==> src/rtl/undo_log_writer_pkg.sv <==
// Shared types and constants for the undo-log writer slice.
package undo_log_writer_pkg;

    localparam int unsigned SLOT_W               = 6;
    localparam int unsigned ID_W                 = 4;
    localparam int unsigned UNDO_LOG_ENTRY_BYTES = 8;
    localparam int unsigned AXI_ADDR_W           = 64;
    localparam int unsigned AXI_DATA_W           = 64;
    localparam int unsigned AXI_STRB_W           = AXI_DATA_W / 8;

    typedef logic [ID_W-1:0]   undo_id_t;
    typedef logic [SLOT_W-1:0] cq_slice_slot_t;

    typedef struct packed {
        cq_slice_slot_t slot;
        undo_id_t       id;
        logic [31:0]    addr;
        logic [31:0]    data;
    } undo_log_rec_t;

    typedef enum logic [0:0] {
        UL_IDLE = 1'b0,
        UL_SEND = 1'b1
    } ul_state_t;

    // Byte address of a record inside the per-slot undo-log region.
    function automatic logic [AXI_ADDR_W-1:0] undo_log_byte_addr(
        input logic [AXI_ADDR_W-1:0] base,
        input cq_slice_slot_t        slot,
        input undo_id_t              id
    );
        return base + (AXI_ADDR_W'({slot, id}) * AXI_ADDR_W'(UNDO_LOG_ENTRY_BYTES));
    endfunction

endpackage

==> src/rtl/undo_log_writer_if.sv <==
// Single-beat AXI write channel bundle used by the undo-log writer.
interface undo_log_writer_if;
    import undo_log_writer_pkg::*;

    logic                  m_awvalid;
    logic                  m_awready;
    logic [AXI_ADDR_W-1:0] m_awaddr;
    logic                  m_wvalid;
    logic                  m_wready;
    logic [AXI_DATA_W-1:0] m_wdata;
    logic [AXI_STRB_W-1:0] m_wstrb;
    logic                  m_wlast;
    logic                  m_bvalid;
    logic                  m_bready;
    logic [1:0]            m_bresp;

    modport master (
        output m_awvalid, m_awaddr, m_wvalid, m_wdata, m_wstrb, m_wlast, m_bready,
        input  m_awready, m_wready, m_bvalid, m_bresp
    );

    modport slave (
        input  m_awvalid, m_awaddr, m_wvalid, m_wdata, m_wstrb, m_wlast, m_bready,
        output m_awready, m_wready, m_bvalid, m_bresp
    );

endinterface

==> src/rtl/undo_log_fifo.sv <==
// Synchronous record FIFO with registered full/empty and same-cycle push+pop.
module undo_log_fifo
    import undo_log_writer_pkg::*;
#(
    parameter int unsigned DEPTH = 4
) (
    input  logic          clk,
    input  logic          rst,
    input  logic          push,
    input  undo_log_rec_t push_data,
    input  logic          pop,
    output undo_log_rec_t pop_data,
    output logic          full,
    output logic          empty
);

    localparam int unsigned PTR_W = $clog2(DEPTH);
    localparam int unsigned CNT_W = PTR_W + 1;

    undo_log_rec_t    mem [DEPTH];
    logic [PTR_W-1:0] wr_ptr_q;
    logic [PTR_W-1:0] rd_ptr_q;
    logic [CNT_W-1:0] count_q;
    logic [CNT_W-1:0] count_d;
    logic             do_push_c;
    logic             do_pop_c;

    // Qualify push/pop; a push into a full FIFO is allowed only alongside a pop.
    always_comb begin
        do_pop_c  = pop & ~empty;
        do_push_c = push & (~full | do_pop_c);
        count_d   = count_q;
        if (do_push_c && !do_pop_c) begin
            count_d = count_q + CNT_W'(1);
        end else if (!do_push_c && do_pop_c) begin
            count_d = count_q - CNT_W'(1);
        end
    end

    // Pointers, occupancy and registered flags.
    always_ff @(posedge clk) begin
        if (rst) begin
            wr_ptr_q <= '0;
            rd_ptr_q <= '0;
            count_q  <= '0;
            full     <= 1'b0;
            empty    <= 1'b1;
        end else begin
            if (do_push_c) wr_ptr_q <= wr_ptr_q + PTR_W'(1);
            if (do_pop_c)  rd_ptr_q <= rd_ptr_q + PTR_W'(1);
            count_q <= count_d;
            full    <= (count_d == CNT_W'(DEPTH));
            empty   <= (count_d == '0);
        end
    end

    // Storage array; contents need no reset since empty gates every read.
    always_ff @(posedge clk) begin
        if (do_push_c) mem[wr_ptr_q] <= push_data;
    end

    assign pop_data = mem[rd_ptr_q];

endmodule

==> src/rtl/undo_log_writer.sv <==
// Undo-log writer: buffers core undo records and writes each as one 64-bit
// AXI beat into the per-slot log region; tracks in-flight writes for flush.
// Optional statistics counters are built when UNDO_LOG_WRITER_STATS_EN is defined.
module undo_log_writer
    import undo_log_writer_pkg::*;
#(
    parameter int unsigned FIFO_DEPTH      = 4,
    parameter int unsigned MAX_OUTSTANDING = 8,
    parameter logic [63:0] BASE_ADDR       = 64'h0
) (
    input  logic                    clk,
    input  logic                    rst,
    input  logic                    undo_log_valid,
    output logic                    undo_log_ready,
    input  undo_id_t                undo_log_id,
    input  cq_slice_slot_t          undo_log_slot,
    input  logic [31:0]             undo_log_addr,
    input  logic [31:0]             undo_log_data,
    undo_log_writer_if.master       axi,
    input  logic                    flush_valid,
    output logic                    flush_ready,
    output logic                    busy,
    output logic                    err,
    output logic [31:0]             stat_writes,
    output logic [31:0]             stat_full_cycles,
    output logic [3:0]              stat_max_outstanding
);

    localparam int unsigned OST_W = $clog2(MAX_OUTSTANDING + 1);

    ul_state_t             state_q;
    ul_state_t             state_d;
    logic                  fifo_full;
    logic                  fifo_empty;
    logic                  fifo_push_c;
    logic                  fifo_pop_c;
    undo_log_rec_t         in_rec;
    undo_log_rec_t         head_rec;
    logic                  awvalid_q;
    logic                  awvalid_d;
    logic                  wvalid_q;
    logic                  wvalid_d;
    logic [AXI_ADDR_W-1:0] awaddr_q;
    logic [AXI_DATA_W-1:0] wdata_q;
    logic                  aw_done_c;
    logic                  w_done_c;
    logic                  aw_hs_c;
    logic                  b_spur_c;
    logic [OST_W-1:0]      ost_q;
    logic [OST_W-1:0]      ost_d;
    logic                  err_q;

    assign undo_log_ready = ~fifo_full & ~rst;
    assign fifo_push_c    = undo_log_valid & undo_log_ready;
    assign in_rec         = '{slot: undo_log_slot, id: undo_log_id,
                              addr: undo_log_addr, data: undo_log_data};

    undo_log_fifo #(
        .DEPTH (FIFO_DEPTH)
    ) u_fifo (
        .clk       (clk),
        .rst       (rst),
        .push      (fifo_push_c),
        .push_data (in_rec),
        .pop       (fifo_pop_c),
        .pop_data  (head_rec),
        .full      (fifo_full),
        .empty     (fifo_empty)
    );

    // State register.
    always_ff @(posedge clk) begin
        if (rst) state_q <= UL_IDLE;
        else     state_q <= state_d;
    end

    // Next state: issue from IDLE when a record and a credit exist; SEND waits
    // for both AW and W, which may complete in either order or together.
    always_comb begin
        state_d    = state_q;
        awvalid_d  = awvalid_q;
        wvalid_d   = wvalid_q;
        fifo_pop_c = 1'b0;
        aw_done_c  = ~awvalid_q | axi.m_awready;
        w_done_c   = ~wvalid_q | axi.m_wready;
        case (state_q)
            UL_IDLE: begin
                if (!fifo_empty && (ost_q < OST_W'(MAX_OUTSTANDING))) begin
                    fifo_pop_c = 1'b1;
                    awvalid_d  = 1'b1;
                    wvalid_d   = 1'b1;
                    state_d    = UL_SEND;
                end
            end
            UL_SEND: begin
                if (aw_done_c) awvalid_d = 1'b0;
                if (w_done_c)  wvalid_d  = 1'b0;
                if (aw_done_c && w_done_c) state_d = UL_IDLE;
            end
            default: state_d = UL_IDLE;
        endcase
    end

    // AXI channel valids and the popped record's address/data.
    always_ff @(posedge clk) begin
        if (rst) begin
            awvalid_q <= 1'b0;
            wvalid_q  <= 1'b0;
            awaddr_q  <= '0;
            wdata_q   <= '0;
        end else begin
            awvalid_q <= awvalid_d;
            wvalid_q  <= wvalid_d;
            if (fifo_pop_c) begin
                awaddr_q <= undo_log_byte_addr(BASE_ADDR, head_rec.slot, head_rec.id);
                wdata_q  <= {head_rec.data, head_rec.addr};
            end
        end
    end

    // Outstanding count: +1 per AW handshake, -1 per B; a B with nothing in flight is spurious.
    always_comb begin
        aw_hs_c  = awvalid_q & axi.m_awready;
        ost_d    = ost_q;
        b_spur_c = 1'b0;
        case ({aw_hs_c, axi.m_bvalid})
            2'b10: ost_d = ost_q + OST_W'(1);
            2'b01: begin
                if (ost_q == '0) b_spur_c = 1'b1;
                else             ost_d    = ost_q - OST_W'(1);
            end
            default: ost_d = ost_q;
        endcase
    end

    // Outstanding counter and sticky error flag.
    always_ff @(posedge clk) begin
        if (rst) begin
            ost_q <= '0;
            err_q <= 1'b0;
        end else begin
            ost_q <= ost_d;
            err_q <= err_q | b_spur_c | (axi.m_bvalid & (axi.m_bresp != 2'b00));
        end
    end

    assign busy        = ~fifo_empty | (state_q == UL_SEND) | (ost_q != '0);
    assign flush_ready = flush_valid & ~busy;
    assign err         = err_q;

    assign axi.m_awvalid = awvalid_q;
    assign axi.m_awaddr  = awaddr_q;
    assign axi.m_wvalid  = wvalid_q;
    assign axi.m_wdata   = wdata_q;
    assign axi.m_wstrb   = '1;
    assign axi.m_wlast   = 1'b1;
    assign axi.m_bready  = 1'b1;

`ifdef UNDO_LOG_WRITER_STATS_EN
    logic [31:0] st_writes_q;
    logic [31:0] st_full_q;
    logic [3:0]  st_max_q;
    logic [3:0]  ost_hw_c;

    // Outstanding level clipped to the 4-bit high-water field.
    always_comb begin
        ost_hw_c = (32'(ost_d) > 32'd15) ? 4'hF : 4'(ost_d);
    end

    // Saturating statistics counters.
    always_ff @(posedge clk) begin
        if (rst) begin
            st_writes_q <= '0;
            st_full_q   <= '0;
            st_max_q    <= '0;
        end else begin
            if (axi.m_bvalid && (st_writes_q != '1)) st_writes_q <= st_writes_q + 32'd1;
            if (undo_log_valid && !undo_log_ready && (st_full_q != '1)) st_full_q <= st_full_q + 32'd1;
            if (ost_hw_c > st_max_q) st_max_q <= ost_hw_c;
        end
    end

    assign stat_writes          = st_writes_q;
    assign stat_full_cycles     = st_full_q;
    assign stat_max_outstanding = st_max_q;
`else
    assign stat_writes          = '0;
    assign stat_full_cycles     = '0;
    assign stat_max_outstanding = '0;
`endif

endmodule

==> src/flat_wrapper.sv <==
// flat-port wrapper written by rule: the top's interface ports become plain ports
module undo_log_writer_flat import undo_log_writer_pkg::*;
#(
    parameter int unsigned FIFO_DEPTH      = 4,
    parameter int unsigned MAX_OUTSTANDING = 8,
    parameter logic [63:0] BASE_ADDR       = 64'h0
)
  (clk, rst, undo_log_valid, undo_log_ready, undo_log_id, undo_log_slot, undo_log_addr, undo_log_data, flush_valid, flush_ready, busy, err, stat_writes, stat_full_cycles, stat_max_outstanding, axi_m_awvalid, axi_m_awaddr, axi_m_wvalid, axi_m_wdata, axi_m_wstrb, axi_m_wlast, axi_m_bready, axi_m_awready, axi_m_wready, axi_m_bvalid, axi_m_bresp);
  undo_log_writer_if axi_i ();
  input  logic clk;
  input  logic rst;
  input  logic undo_log_valid;
  output logic undo_log_ready;
  input  undo_id_t undo_log_id;
  input  cq_slice_slot_t undo_log_slot;
  input  logic [31:0] undo_log_addr;
  input  logic [31:0] undo_log_data;
  input  logic flush_valid;
  output logic flush_ready;
  output logic busy;
  output logic err;
  output logic [31:0] stat_writes;
  output logic [31:0] stat_full_cycles;
  output logic [3:0] stat_max_outstanding;
  output wire logic [$bits(axi_i.m_awvalid)-1:0] axi_m_awvalid;
  output wire logic [$bits(axi_i.m_awaddr)-1:0] axi_m_awaddr;
  output wire logic [$bits(axi_i.m_wvalid)-1:0] axi_m_wvalid;
  output wire logic [$bits(axi_i.m_wdata)-1:0] axi_m_wdata;
  output wire logic [$bits(axi_i.m_wstrb)-1:0] axi_m_wstrb;
  output wire logic [$bits(axi_i.m_wlast)-1:0] axi_m_wlast;
  output wire logic [$bits(axi_i.m_bready)-1:0] axi_m_bready;
  input wire logic [$bits(axi_i.m_awready)-1:0] axi_m_awready;
  input wire logic [$bits(axi_i.m_wready)-1:0] axi_m_wready;
  input wire logic [$bits(axi_i.m_bvalid)-1:0] axi_m_bvalid;
  input wire logic [$bits(axi_i.m_bresp)-1:0] axi_m_bresp;
  assign axi_m_awvalid = axi_i.m_awvalid;
  assign axi_m_awaddr = axi_i.m_awaddr;
  assign axi_m_wvalid = axi_i.m_wvalid;
  assign axi_m_wdata = axi_i.m_wdata;
  assign axi_m_wstrb = axi_i.m_wstrb;
  assign axi_m_wlast = axi_i.m_wlast;
  assign axi_m_bready = axi_i.m_bready;
  assign axi_i.m_awready = axi_m_awready;
  assign axi_i.m_wready = axi_m_wready;
  assign axi_i.m_bvalid = axi_m_bvalid;
  assign axi_i.m_bresp = axi_m_bresp;
  undo_log_writer #(.FIFO_DEPTH(FIFO_DEPTH), .MAX_OUTSTANDING(MAX_OUTSTANDING), .BASE_ADDR(BASE_ADDR)) u_core (.clk(clk), .rst(rst), .undo_log_valid(undo_log_valid), .undo_log_ready(undo_log_ready), .undo_log_id(undo_log_id), .undo_log_slot(undo_log_slot), .undo_log_addr(undo_log_addr), .undo_log_data(undo_log_data), .axi(axi_i), .flush_valid(flush_valid), .flush_ready(flush_ready), .busy(busy), .err(err), .stat_writes(stat_writes), .stat_full_cycles(stat_full_cycles), .stat_max_outstanding(stat_max_outstanding));
endmodule
==> config.mk <==
export PLATFORM = sky130hd
export DESIGN_NAME = undo_log_writer_flat
export DESIGN_NICKNAME = d
export VERILOG_FILES = /design/src/rtl/undo_log_writer_pkg.sv /design/src/rtl/undo_log_writer_if.sv /design/src/rtl/undo_log_fifo.sv /design/src/rtl/undo_log_writer.sv /design/src/flat_wrapper.sv
export SDC_FILE = /design/constraint.sdc
export NUM_CORES = 1
export LEC_CHECK = 0
export CAP_MARGIN = 20
export CORE_MARGIN = 2
export CORE_UTILIZATION = 45
export CTS_CLUSTER_SIZE = 16
export DETAILED_ROUTE_END_ITERATION = 12
export GPL_TIMING_DRIVEN = 0
export PLACE_DENSITY = 0.71
export SYNTH_ARGS = -nofsm -noshare
export SYNTH_HDL_FRONTEND = slang
export SYNTH_HIERARCHICAL = 1
export SYNTH_SLANG_ARGS = --single-unit
==> constraint.sdc <==
create_clock -name clk -period 6.65 [get_ports clk]
set_clock_uncertainty 0.1 [all_clocks]
set_input_delay 1.33 -clock clk [delete_from_list [all_inputs] [get_ports clk]]
set_output_delay 1.33 -clock clk [all_outputs]
set_load 0.02 [all_outputs]
==> flow_summary.json <==
{
  "status": "completed",
  "ys.flop_type": "edfxtp_1",
  "die_w_um": 188,
  "p_leak_nw": 6.95,
  "multi_input_area_sq_um": 3690,
  "relSlewSlack_pct": 45.4,
  "switching_power_w": 0.00178,
  "dieArea_sq_um": 35400,
  "cts-hold-fix-buffers": 0,
  "drv_cap": 0,
  "clk_latency_ns": 0.51,
  "path_class": "in -> out",
  "syn-cell-area_sq_um": 15200,
  "finalSetupTns_ns": 0,
  "ant_nets": 0,
  "fillers": 2570,
  "drive_above_1_share_pct": 24.3,
  "initial_core_util_pct": 45.6,
  "comb_power_share_pct": 21.2,
  "final_net_count": 1380,
  "period_needed_ns": 4.15,
  "grt_pass1_wl_um": 47000,
  "grt-ovfl-total": 0,
  "p_per_area_nw_per_um2": 345,
  "placed_area_sq_um": 18000,
  "drt_iter0_markers": 449,
  "area_delta_synth_final_pct": 27.6,
  "gp_congestion": 0.727,
  "ys_warn_count": 6,
  "cp-startpoint": "rst",
  "num_io_pins": 295,
  "cts_tree": "done",
  "seq_power_share_pct": 43.9,
  "p_clk_share_pct": 35.0,
  "ir_worst_vdd_uv": 230,
  "globalRouteTotalUtil_pct": 17.3,
  "port_buffers": 162,
  "grt_max_degree": 45,
  "arrival_ns": 2.72,
  "netlist-cell-type-count": 43,
  "numCtsBuffers": 40,
  "path_clk_slew_ns": 0.06,
  "worst_pin_slew_ns": 0.811,
  "end_kind": "primary output",
  "clock.fmax_mhz": 241,
  "num_vias": 8334,
  "hold_path.class": "reg -> reg",
  "cts_resized": 0,
  "layout_setup_ws_ns": 2.50,
  "start_kind": "primary input",
  "antenna_found_initial": 3,
  "synth_seq_area_share_pct": 70.5,
  "die_y_um": 188,
  "dp_slack_ns": 2.45,
  "ys_ff_latch": 389,
  "reg2reg_from": "u_core/ost_q[3]",
  "fin_crit_sh_pct": 62.3,
  "hold_viol_final": 0,
  "critPathRequiredTime_ns": 5.22,
  "setup_viol_count_final": 0,
  "fp-row-count": 67,
  "rsz0062_at_grt": "no",
  "synthCells": 952,
  "hold_start": "u_core/axi.m_wdata[8]",
  "route.detailed.drc": 0,
  "cts_max_path_buffers": 3,
  "avgViaCountPerCell": 4.71,
  "core_sq_um": 33400,
  "drv_slew": 0,
  "grt_pass1_vias": 8362,
  "avgSynthCellArea_sq_um": 16.0,
  "intPower_w": 0.00492,
  "routed_wl_um": 31100,
  "htreeDepth": 2,
  "async_reset_ff_share_pct": 0,
  "synth-edff-count": 296,
  "postCtsSetupBuffers": 0,
  "cts_sinks": 389,
  "dr.pass1.iters": 5,
  "final_common_cell": "edfxtp_1",
  "dpl.hpwl_um": 20300,
  "p_sw_share_pct": 26.6,
  "cts-root-buf": "clkbuf_16",
  "mostFrequentLayoutCells": "edfxtp_1 (296), clkdlybuf4s50_1 (162), nand2_1 (152), buf_4 (132), conb_1 (132)",
  "post-route-cell-area_sq_um": 19400,
  "cp_max_fo": 4,
  "routedWlPerCell_um": 17.6,
  "regArea_sq_um": 10800
}
-- sequential cells by signal (all words and copies together) (netlist names), 2 cells and up, named ones only --
signal,flops
u_core/u_fifo/mem,296
u_core/axi.m_wdata,64
u_core/axi.m_awaddr,10
u_core/ost_q,4
u_core/u_fifo/count_q,3
u_core/u_fifo/rd_ptr_q,2
u_core/u_fifo/wr_ptr_q,2
-- Yosys cell counts (2+ instances only) --
cell / number / area (sq um)
nand2b_1: 2 / 12.5
nor2_1: 17 / 63.8
inv_1: 9 / 33.8
buf_4: 132 / 991
edfxtp_1: 296 / 8890
a21oi_1: 80 / 400
xnor2_1: 7 / 61.3
dfxtp_1: 93 / 1860
mux4_2: 74 / 1670
a21oi_2: 2 / 17.5
buf_2: 20 / 100
and2_1: 8 / 50.1
clkbuf_1: 11 / 41.3
nand2_1: 152 / 571
buf_6: 11 / 124
nand3b_1: 2 / 15.0
conb_1: 2 / 7.51
ha_1: 7 / 87.6
mux2i_1: 3 / 30.0
-- through the flow --
step | hold slack [ns] | instances | utilization, % | total power, W
floorplan | 0.389 | 1082 | - | 0.00385
global placement | 0.344 | 1692 | 53.5 | 0.00440
detailed placement | 0.347 | 1696 | 53.9 | 0.00442
CTS | 0.355 | 1769 | 58.1 | 0.00677
global route | 0.368 | 1769 | 58.1 | 0.00698
finish | 0.354 | 1770 | 58.1 | 0.00670
-- path summary, 6_finish.rpt --
| path | to | slack, ns | cells past startpoint |
|---|---|---|---|
| worst max-delay path | undo_log_ready | 2.50 | 3 |
| worst min register to register | u_core/axi.m_wdata[8] | 0.35 | 2 |
| worst max register to register | u_core/u_fifo/mem[2][60] | 3.52 | 8 |
| worst min-delay path | u_core/axi.m_wdata[8] | 0.35 | 2 |
-- worst max-delay path, cell delays in order --
cell and delay [ns]:
clkdlybuf4s50_1 0.48, nor2_1 0.25, clkdlybuf4s50_1 0.65
-- power by group through the flow --
stage                     combinational [W]  sequential (W)  clock [W]
final                               0.00142         0.00294    0.00234
after global routing                0.00153         0.00296    0.00249
after CTS                           0.00144         0.00294    0.00239
after detailed placement            0.00143         0.00299          0
after global placement              0.00141         0.00299          0
after floorplan                    0.000745         0.00311          0
-- routing by layer --
| metal | share of wire, % | vias to the layer above | track usage (%) |
|---|---|---|---|
| met5 | 0.042 | - | 0 |
| li1 | - | 3921 | - |
| met3 | 7.6 | 39 | 4.68 |
| met1 | 41 | 4073 | 21.3 |
| met4 | 1.4 | 2 | 3.91 |
| met2 | 50 | 299 | 30.5 |
-- logic make-up after synthesis --
logic type / after synthesis / synth area share (%)
muxes: 78 / 11.2
and+or+nand+nor: 190 / 5.21
DFF: 389 / 70.5
xor gates and xnor gates: 8 / 0.460
other: 2 / 0.0493
adders and majority gates: 7 / 0.575
buffers and inverters: 185 / 8.52
AOI/OAI and AO/OA: 93 / 3.42
-- cell type report --
type / instances / share of cell area (%)
inverters: 10 / 0.200
clock inverters: 16 / 1.30
clock buffers: 57 / 5.95
diodes: 1 / 0.0129
plain buffers: 175 / 6.48
repair buffers: 166 / 8.91
multi-input cells: 508 / 19.0
well taps: 448 / 2.88
flip-flops and latches: 389 / 55.3
Power figures use the tool's default switching activity.
